**src/rtl/sram_bridge_if.sv**
```systemverilog
// sram_bridge_if: core data-bus and external SRAM signals of the bridge.
// bus_error exists only when SRAM_BRIDGE_BOUNDS_EN is defined.
interface sram_bridge_if #(parameter int ADDR_W = 20);
    logic [31:0]       bus_address;
    logic [3:0]        bus_byteenable;
    logic              bus_read;
    logic              bus_write;
    logic [31:0]       bus_wrdata;
    logic [31:0]       bus_rddata;
    logic              bus_stall;
    logic [ADDR_W-1:0] sram_addr;
    logic [31:0]       sram_data_o;
    logic [31:0]       sram_data_i;
    logic              sram_data_oe;
    logic [3:0]        sram_be_n;
    logic              sram_ce_n;
    logic              sram_oe_n;
    logic              sram_we_n;
`ifdef SRAM_BRIDGE_BOUNDS_EN
    logic              bus_error;
`endif

    modport slave (
        input  bus_address, bus_byteenable, bus_read, bus_write, bus_wrdata, sram_data_i,
        output bus_rddata, bus_stall, sram_addr, sram_data_o, sram_data_oe, sram_be_n,
               sram_ce_n, sram_oe_n, sram_we_n
`ifdef SRAM_BRIDGE_BOUNDS_EN
        , output bus_error
`endif
    );

    modport master (
        output bus_address, bus_byteenable, bus_read, bus_write, bus_wrdata, sram_data_i,
        input  bus_rddata, bus_stall, sram_addr, sram_data_o, sram_data_oe, sram_be_n,
               sram_ce_n, sram_oe_n, sram_we_n
`ifdef SRAM_BRIDGE_BOUNDS_EN
        , input bus_error
`endif
    );
endinterface

```
**src/rtl/sram_bridge.sv**
```systemverilog
// sram_bridge: single-outstanding data-bus to async 32-bit SRAM bridge with wait states.
// Optional SRAM_BRIDGE_BOUNDS_EN rejects addresses beyond the SRAM and flags bus_error.
module sram_bridge #(
    parameter int ADDR_W  = 20,
    parameter int RD_WAIT = 2,
    parameter int WR_WAIT = 2
) (
    input logic          clk,
    input logic          rst,
    sram_bridge_if.slave b
);
    typedef enum logic [2:0] {IDLE, RD, WR_SETUP, WR_PULSE, WR_HOLD, DONE} state_t;

    state_t            state_q, state_d;
    logic [3:0]        wcnt_q, wcnt_d;
    logic [ADDR_W-1:0] addr_q;
    logic [3:0]        be_q;
    logic [31:0]       data_q;
    logic [31:0]       rddata_q;
    logic              err_q;
    logic              req, oob, rd, wr;
    logic              unused_bits;

    assign req = b.bus_read || b.bus_write;
`ifdef SRAM_BRIDGE_BOUNDS_EN
    assign oob         = |b.bus_address[31:ADDR_W+2];
    assign b.bus_error = (state_q == DONE) && err_q;
`else
    assign oob = 1'b0;
`endif
    assign unused_bits = ^{b.bus_address[1:0], b.bus_address[31:ADDR_W+2], err_q};

    always_comb begin
        state_d = state_q;
        wcnt_d  = wcnt_q;
        case (state_q)
            IDLE: begin
                if (req) state_d = oob ? DONE : (b.bus_read ? RD : WR_SETUP);
                if (req && b.bus_read) wcnt_d = 4'(RD_WAIT);
            end
            RD: begin
                state_d = (wcnt_q == 4'd0) ? DONE : RD;
                wcnt_d  = (wcnt_q == 4'd0) ? wcnt_q : wcnt_q - 4'd1;
            end
            WR_SETUP: begin
                state_d = WR_PULSE;
                wcnt_d  = 4'(WR_WAIT - 1);
            end
            WR_PULSE: begin
                state_d = (wcnt_q == 4'd0) ? WR_HOLD : WR_PULSE;
                wcnt_d  = (wcnt_q == 4'd0) ? wcnt_q : wcnt_q - 4'd1;
            end
            WR_HOLD: state_d = DONE;
            DONE:    state_d = IDLE;
            default: state_d = IDLE;
        endcase
    end

    always_ff @(posedge clk or posedge rst) begin
        if (rst) begin
            state_q  <= IDLE;
            wcnt_q   <= '0;
            addr_q   <= '0;
            be_q     <= '0;
            data_q   <= '0;
            rddata_q <= '0;
            err_q    <= 1'b0;
        end else begin
            state_q <= state_d;
            wcnt_q  <= wcnt_d;
            // Latched copies keep the SRAM cycle immune to requester changes while stalled.
            if (state_q == IDLE && req) begin
                addr_q <= b.bus_address[ADDR_W+1:2];
                be_q   <= b.bus_byteenable;
                err_q  <= oob;
                if (!b.bus_read) data_q <= b.bus_wrdata;
                if (oob && b.bus_read) rddata_q <= '0;
            end
            if (state_q == RD && wcnt_q == 4'd0) rddata_q <= b.sram_data_i;
        end
    end

    // Strobes decode straight from state so reset releases them asynchronously.
    assign rd             = state_q == RD;
    assign wr             = state_q == WR_SETUP || state_q == WR_PULSE || state_q == WR_HOLD;
    assign b.sram_ce_n    = !(rd || wr);
    assign b.sram_oe_n    = !rd;
    assign b.sram_we_n    = state_q != WR_PULSE;
    assign b.sram_be_n    = rd ? 4'b0000 : (wr ? ~be_q : 4'b1111);
    assign b.sram_data_oe = wr;
    assign b.sram_addr    = addr_q;
    assign b.sram_data_o  = data_q;
    assign b.bus_rddata   = rddata_q;
    assign b.bus_stall    = (state_q == IDLE && req) || (state_q != IDLE && state_q != DONE);
endmodule

```
**src/flat_wrapper.sv**
```systemverilog
// flat-port wrapper written by rule: the top's interface ports become plain ports
module sram_bridge_flat 
#(
    parameter int ADDR_W  = 20,
    parameter int RD_WAIT = 2,
    parameter int WR_WAIT = 2
)
  (clk, rst, b_bus_address, b_bus_byteenable, b_bus_read, b_bus_write, b_bus_wrdata, b_sram_data_i, b_bus_rddata, b_bus_stall, b_sram_addr, b_sram_data_o, b_sram_data_oe, b_sram_be_n, b_sram_ce_n, b_sram_oe_n, b_sram_we_n);
  sram_bridge_if #(.ADDR_W(ADDR_W)) b_i ();
  input logic clk;
  input logic rst;
  input wire logic [$bits(b_i.bus_address)-1:0] b_bus_address;
  input wire logic [$bits(b_i.bus_byteenable)-1:0] b_bus_byteenable;
  input wire logic [$bits(b_i.bus_read)-1:0] b_bus_read;
  input wire logic [$bits(b_i.bus_write)-1:0] b_bus_write;
  input wire logic [$bits(b_i.bus_wrdata)-1:0] b_bus_wrdata;
  input wire logic [$bits(b_i.sram_data_i)-1:0] b_sram_data_i;
  output wire logic [$bits(b_i.bus_rddata)-1:0] b_bus_rddata;
  output wire logic [$bits(b_i.bus_stall)-1:0] b_bus_stall;
  output wire logic [$bits(b_i.sram_addr)-1:0] b_sram_addr;
  output wire logic [$bits(b_i.sram_data_o)-1:0] b_sram_data_o;
  output wire logic [$bits(b_i.sram_data_oe)-1:0] b_sram_data_oe;
  output wire logic [$bits(b_i.sram_be_n)-1:0] b_sram_be_n;
  output wire logic [$bits(b_i.sram_ce_n)-1:0] b_sram_ce_n;
  output wire logic [$bits(b_i.sram_oe_n)-1:0] b_sram_oe_n;
  output wire logic [$bits(b_i.sram_we_n)-1:0] b_sram_we_n;
  assign b_i.bus_address = b_bus_address;
  assign b_i.bus_byteenable = b_bus_byteenable;
  assign b_i.bus_read = b_bus_read;
  assign b_i.bus_write = b_bus_write;
  assign b_i.bus_wrdata = b_bus_wrdata;
  assign b_i.sram_data_i = b_sram_data_i;
  assign b_bus_rddata = b_i.bus_rddata;
  assign b_bus_stall = b_i.bus_stall;
  assign b_sram_addr = b_i.sram_addr;
  assign b_sram_data_o = b_i.sram_data_o;
  assign b_sram_data_oe = b_i.sram_data_oe;
  assign b_sram_be_n = b_i.sram_be_n;
  assign b_sram_ce_n = b_i.sram_ce_n;
  assign b_sram_oe_n = b_i.sram_oe_n;
  assign b_sram_we_n = b_i.sram_we_n;
  sram_bridge #(.ADDR_W(ADDR_W), .RD_WAIT(RD_WAIT), .WR_WAIT(WR_WAIT)) u_core (.clk(clk), .rst(rst), .b(b_i));
endmodule
```
**config.mk**
```make
export PLATFORM = sky130hd
export DESIGN_NAME = sram_bridge_flat
export DESIGN_NICKNAME = d
export VERILOG_FILES = /design/src/rtl/sram_bridge_if.sv /design/src/rtl/sram_bridge.sv /design/src/flat_wrapper.sv
export SDC_FILE = /design/constraint.sdc
export NUM_CORES = 1
export LEC_CHECK = 0
export CAP_MARGIN = 0
export CELL_PAD_IN_SITES_DETAIL_PLACEMENT = 1
export CELL_PAD_IN_SITES_GLOBAL_PLACEMENT = 2
export CORE_ASPECT_RATIO = 2
export CORE_UTILIZATION = 28
export CTS_CLUSTER_DIAMETER = 60
export DETAILED_ROUTE_END_ITERATION = 7
export MAX_ROUTING_LAYER = met4
export PLACE_DENSITY_LB_ADDON = 0.1
export RECOVER_POWER = 100
export SYNTH_ARGS = -nofsm -noshare
export SYNTH_HDL_FRONTEND = slang
export SYNTH_SLANG_ARGS = --single-unit
```
**constraint.sdc**
```tcl
create_clock -name clk -period 8.47 [get_ports clk]
set_input_delay 0.847 -clock clk [delete_from_list [all_inputs] [get_ports clk]]
set_output_delay 0.847 -clock clk [all_outputs]
set_load 0.05 [all_outputs]
```
# After elaboration in Yosys (flattened, before gate mapping)

Cells that the tools add are included.

Flip-flop bits (word level): 95
Bits of input ports: 104
Output and inout port bits: 93
Logic and storage cells: 46

Add/sub/neg operators: 1
Eq/ne operators: 9
Mux-type cells: 10
Bitwise gates (word level): 2
Reduce and logical (&&, ||, !) cells: 18

Operator list:

| cell                                                | number |
|---|---|
| 2-to-1 mux 4 bit                                    | 4 |
| one-hot mux 3 bit (5 select lines)                  | 1 |
| one-hot mux 4 bit (3 select lines)                  | 1 |
| 2-to-1 mux 3 bit                                    | 3 |
| equality test 3 x 2 -> 1 bit, second input constant | 2 |
| nonzero test 3 bit                                  | 2 |
| logical OR 1 bit                                    | 5 |
| logical AND 1 bit                                   | 4 |
| logical NOT 4 bit                                   | 1 |
| != test 2 x 1 -> 1 bit, second input constant       | 2 |
| NOT 4 bit                                           | 1 |
| subtractor 4 x 1 -> 4 bit, second input constant    | 1 |
| equality test 3 x 1 -> 1 bit, second input constant | 1 |
| equality test 3 bit, second input constant          | 1 |
| logical NOT 3 bit                                   | 1 |
| != test 3 x 2 -> 1 bit, second input constant       | 1 |
| != test 3 bit, second input constant                | 1 |
| AND reduction 3 bit                                 | 1 |
| logical NOT 1 bit                                   | 2 |
| 2-to-1 mux 2 bit                                    | 1 |
| != test 2 bit, second input constant                | 1 |
| AND reduction 2 bit                                 | 1 |
| OR reduction 2 bit                                  | 1 |
| NOT 1 bit                                           | 1 |

# Longest topological paths before layout

Word-level depth: 5
Gate-level depth with buffers: 6
Depth with buffers taken out: 5

# Worst setup path before layout

OpenSTA, ideal clock, no wires.

Path type: reg2out
Start: register u_core.state_q[1]
End: output b_sram_be_n[0]
Data arrival time: 2040 ps
Required time: 7623 ps
Path slack: 5583 ps
Cell stages (with the launch flop): 5
Path buffers: 2
Cells stage by stage: dfrtp_1 > buf_6 > clkbuf_1 > o21bai_1 > a21oi_1

Longest elaborated chain between the ends: 5
Elaborated cells on any way between the ends: 8
Those cells by class: 4 x eq/ne; 2 x mux; 2 x reduce/logical

Ends and longest elaborated chain:

| item                             | line               | RTL |
|---|---|---|
| from (decl)                      | sram_bridge.sv:14  | `state_t state_q, state_d;` |
| from (signal assigned)           | sram_bridge.sv:69  | `state_q <= state_d;` |
| equality test 3 x 2 -> 1 bit     | sram_bridge.sv:85  | `assign wr = state_q == WR_SETUP \|\| state_q == WR_PULSE \|\| state_q == WR_HOLD;` |
| logical OR 1 bit                 | sram_bridge.sv:85  |  |
| logical OR 1 bit *               | sram_bridge.sv:85  |  |
| net b_sram_data_oe               | flat_wrapper.sv:22 | `output wire logic [$bits(b_i.sram_data_oe)-1:0] b_sram_data_oe;` |
| 2-to-1 mux 4 bit * (2 in series) | sram_bridge.sv:89  | `assign b.sram_be_n = rd ? 4'b0000 : (wr ? ~be_q : 4'b1111);` |
| to (decl)                        | flat_wrapper.sv:23 | `output wire logic [$bits(b_i.sram_be_n)-1:0] b_sram_be_n;` |

The timed path passes the listed nets; every way through them passes the cells marked *.

# Worst setup path after layout

Start: input b_bus_read
End: output b_bus_stall

Longest elaborated chain between the ends: 3

Ends and longest elaborated chain:

| item              | line               | RTL |
|---|---|---|
| from (decl)       | flat_wrapper.sv:14 | `input wire logic [$bits(b_i.bus_read)-1:0] b_bus_read;` |
| logical OR 1 bit  | sram_bridge.sv:24  | `assign req = b.bus_read \|\| b.bus_write;` |
| logical AND 1 bit | sram_bridge.sv:94  | `assign b.bus_stall = (state_q == IDLE && req) \|\| (state_q != IDLE && state_q != DONE);` |
| logical OR 1 bit  | sram_bridge.sv:94  |  |
| to (decl)         | flat_wrapper.sv:19 | `output wire logic [$bits(b_i.bus_stall)-1:0] b_bus_stall;` |

No other way between the ends.

==> out/results.ini <==
[run_status]
run_status = complete, but fails checks
violations = max-capacitance violations, max-slew violations

[logic_synthesis]
synth_seq_area_share_pct = 58.70
netlist_area_um2 = 4050
synthCells = 257
yosys.cell_count.top_type = dfrtp_1
ys.flop_type = dfrtp_1
synth_area_leaders = dfrtp_1 59%, mux2_2 15%, mux2_4 12%
ys_ff_latch = 95
yosysUniqueCellTypes = 38
synth_area_per_cell_um2 = 15.76
ys_async_sr_fraction_pct = 100.0
syn_nets = 363
ys.warnings.count = 0
synth_edf_count = 0
synth.largest_area_cell = dfrtp_1
synth_top_area_share_pct = 58.70
synthTopCellsByCount = 95 x dfrtp_1, 55 x mux2_2, 32 x mux2_4

[layout]
final_area_um2 = 6155
drive_above_1_share_pct = 17.30
syn2layout_area_growth_pct = 51.96
nets = 546
n_antenna_cell = 0

[power_and_ir_drop]
total_power_w = 0.002875
vdd_drop_max_mv = 0.2089
leakage_nw = 2.595
powerDensity_nw_per_um2 = 467.1

[sta]
grt_setup_unrepaired = no
worstMarginPinSlew_ns = 1.714
hold_viol_final = 0
finClkSkew_ns = 0.01012
setup_violations = 0
setup_ws_ns = 4.778
fin_tns_setup_ns = 0
drv_slew = 38
fmax_mhz = 270.9
period_share_pct = 43.59
slew_headroom_pct = -14.90
period_minus_slack_ns = 3.692

[floorplan]
rows = 61
die_w_um = 87.05
initial_core_util_pct = 28.84
fp.coreArea_um2 = 14040
dieArea_um2 = 14980
ios = 197
die_h_um = 172.1

[route]
dr.pass1.iters = 3
post-route-drc-count = 0
vias_per_cell = 4.401
drtIter0Drc = 62
wl_per_cell_um = 17.43
antenna_left = 0
vias = 2790
wl_um = 11050

[global_route]
antenna_found_initial = 0
grt_util_met3_pct = 3.437
grt_use_total_pct = 15.81
grt.busiest_layer = met2
gr-usage-met1_pct = 15.96
grt_max_degree = 60
grt_overflow_total = 0
grt_pass1_wl_um = 16940
met2_usage_pct = 29.61
grt_pass1_vias = 2986

[placed_design]
pre_cts_ws_ns = 4.865
io_buffers = 184
hpwl_um = 8347
globalplace.congestion = 0.7444
placed_cell_area_um2 = 6017

[job]
cap_violations = 1

[critical_path]
worstSetupEndpointType = output port
worst_ep_arrival_time_ns = 2.84
worst_ep_required_time_ns = 7.62
endpoint = b_bus_stall
worstSetupStartpoint = b_bus_read
r2r_setup_slack_ns = 5.06
r2r_start = u_core.wcnt_q[0]
r2r-end = u_core.b.bus_rddata[26]
rr_worst_depth = 5
startpoint_type = primary input
crit_type = primary input to output port
cp_max_fo = 6

[clock_tree]
cts_buffer_depth = 2
numCtsBuffers = 9
clock-sinks = 95
insertion_delay_ns = 0.34
post-cts-setup-buffers = 0
tritoncts = built
clockRootBuffer = clkbuf_16
cts_hold_buf = 0
ctsResizeCount = 0
path_clk_slew_ns = 0.06
h-tree-depth = 3

[hold_path]
worstHoldPathType = flop to flop

worst min path at each step:
stage / startpoint / to / slack (ns) / cells past startpoint
2_1_floorplan: u_core.be_q[0] / u_core.be_q[0] / 0.48 / 1
3_3_place_gp: u_core.b.sram_addr[15] / u_core.b.sram_addr[15] / 0.47 / 1
3_5_place_dp: u_core.b.sram_addr[15] / u_core.b.sram_addr[15] / 0.49 / 1
4_1_cts: u_core.b.bus_rddata[28] / u_core.b.bus_rddata[28] / 0.51 / 1
5_1_grt: u_core.b.bus_rddata[28] / u_core.b.bus_rddata[28] / 0.51 / 1
6_report: u_core.b.sram_data_o[2] / u_core.b.sram_data_o[2] / 0.49 / 1
power breakdown:
| group | internal, W | switching (W) |
|---|---|---|
| clock | 0.000217 | 0.000178 |
| sequential | 0.000681 | 0.000135 |
| combinational | 0.000567 | 0.00110 |
sequential cells by signal, summed over array words and instances (netlist names):
register	cells
u_core.b.bus_rddata	32
u_core.b.sram_data_o	32
u_core.b.sram_addr	20
u_core.be_q	4
u_core.wcnt_q	4
u_core.state_q	3
metrics by stage:
step,hold slack [ns],utilization (%),cells
final,0.4856,43.83,634
after detailed placement,0.4887,42.85,618
after global routing,0.5076,43.83,634
after CTS,0.5080,44.94,634
after global placement,0.4694,42.85,618
after floorplan,0.4809,-,257
cell usage in the layout, fill, tap and decap left out, types with 2 or more instances in the layout:
cell type        synthesis  routed
dlygate4sd3_1            0      95
dfrtp_1                 95      95
clkdlybuf4s50_1          0      89
mux2_2                  55      55
mux2_1                   1      33
clkbuf_16                0       9
nand2_1                  4       6
a21oi_1                  6       6
nor2_1                   4       4
inv_1                    5       4
a2bb2oi_1                4       4
nor2b_1                  3       3
o21ai_0                  3       3
nor4_1                   1       2
nand2b_1                 2       2
o21bai_1                 2       2
or2_2                    2       2
o31ai_1                  2       2
ha_1                     2       2
clkinvlp_4               0       2
clkbuf_8                 0       2
clkinv_4                 0       2
layout make-up:
| type | count | area (um^2) |
|---|---|---|
| clock buffer | 11 | 252.7 |
| clock inverter | 5 | 41.29 |
| fill | 1527 | 7889 |
| inverter | 5 | 20.02 |
| multi-input combinational | 143 | 1374 |
| sequential | 95 | 2377 |
| tap | 189 | 236.5 |
| timing repair buffer | 186 | 1853 |
layer usage:
layer,up-vias,part of all wire [%]
met3,9,5.3
met2,91,60
met1,1417,34
met5,-,0
li1,1273,-
met4,0,1.3
kinds of logic (layout without fill, tap and decap cells):
| logic type | after synthesis | after routing | share of synthesized area (%) |
|---|---|---|---|
| simple gates | 26 | 26 | 4.819 |
| flops | 95 | 95 | 58.70 |
| buf+inv | 19 | 207 | 3.645 |
| fa+ha+maj | 2 | 2 | 0.6178 |
| compound gates | 25 | 25 | 4.325 |
| xor+xnor | 1 | 1 | 0.2163 |
| mux | 89 | 89 | 27.68 |
critical path, cell delays in order:
cell and delay (ns):
dlygate4sd3_1 0.63, nor4_1 0.25, a21oi_1 0.06, or2_2 0.30, dlygate4sd3_1 0.76
No activity file was read; power rests on OpenSTA's default activity.
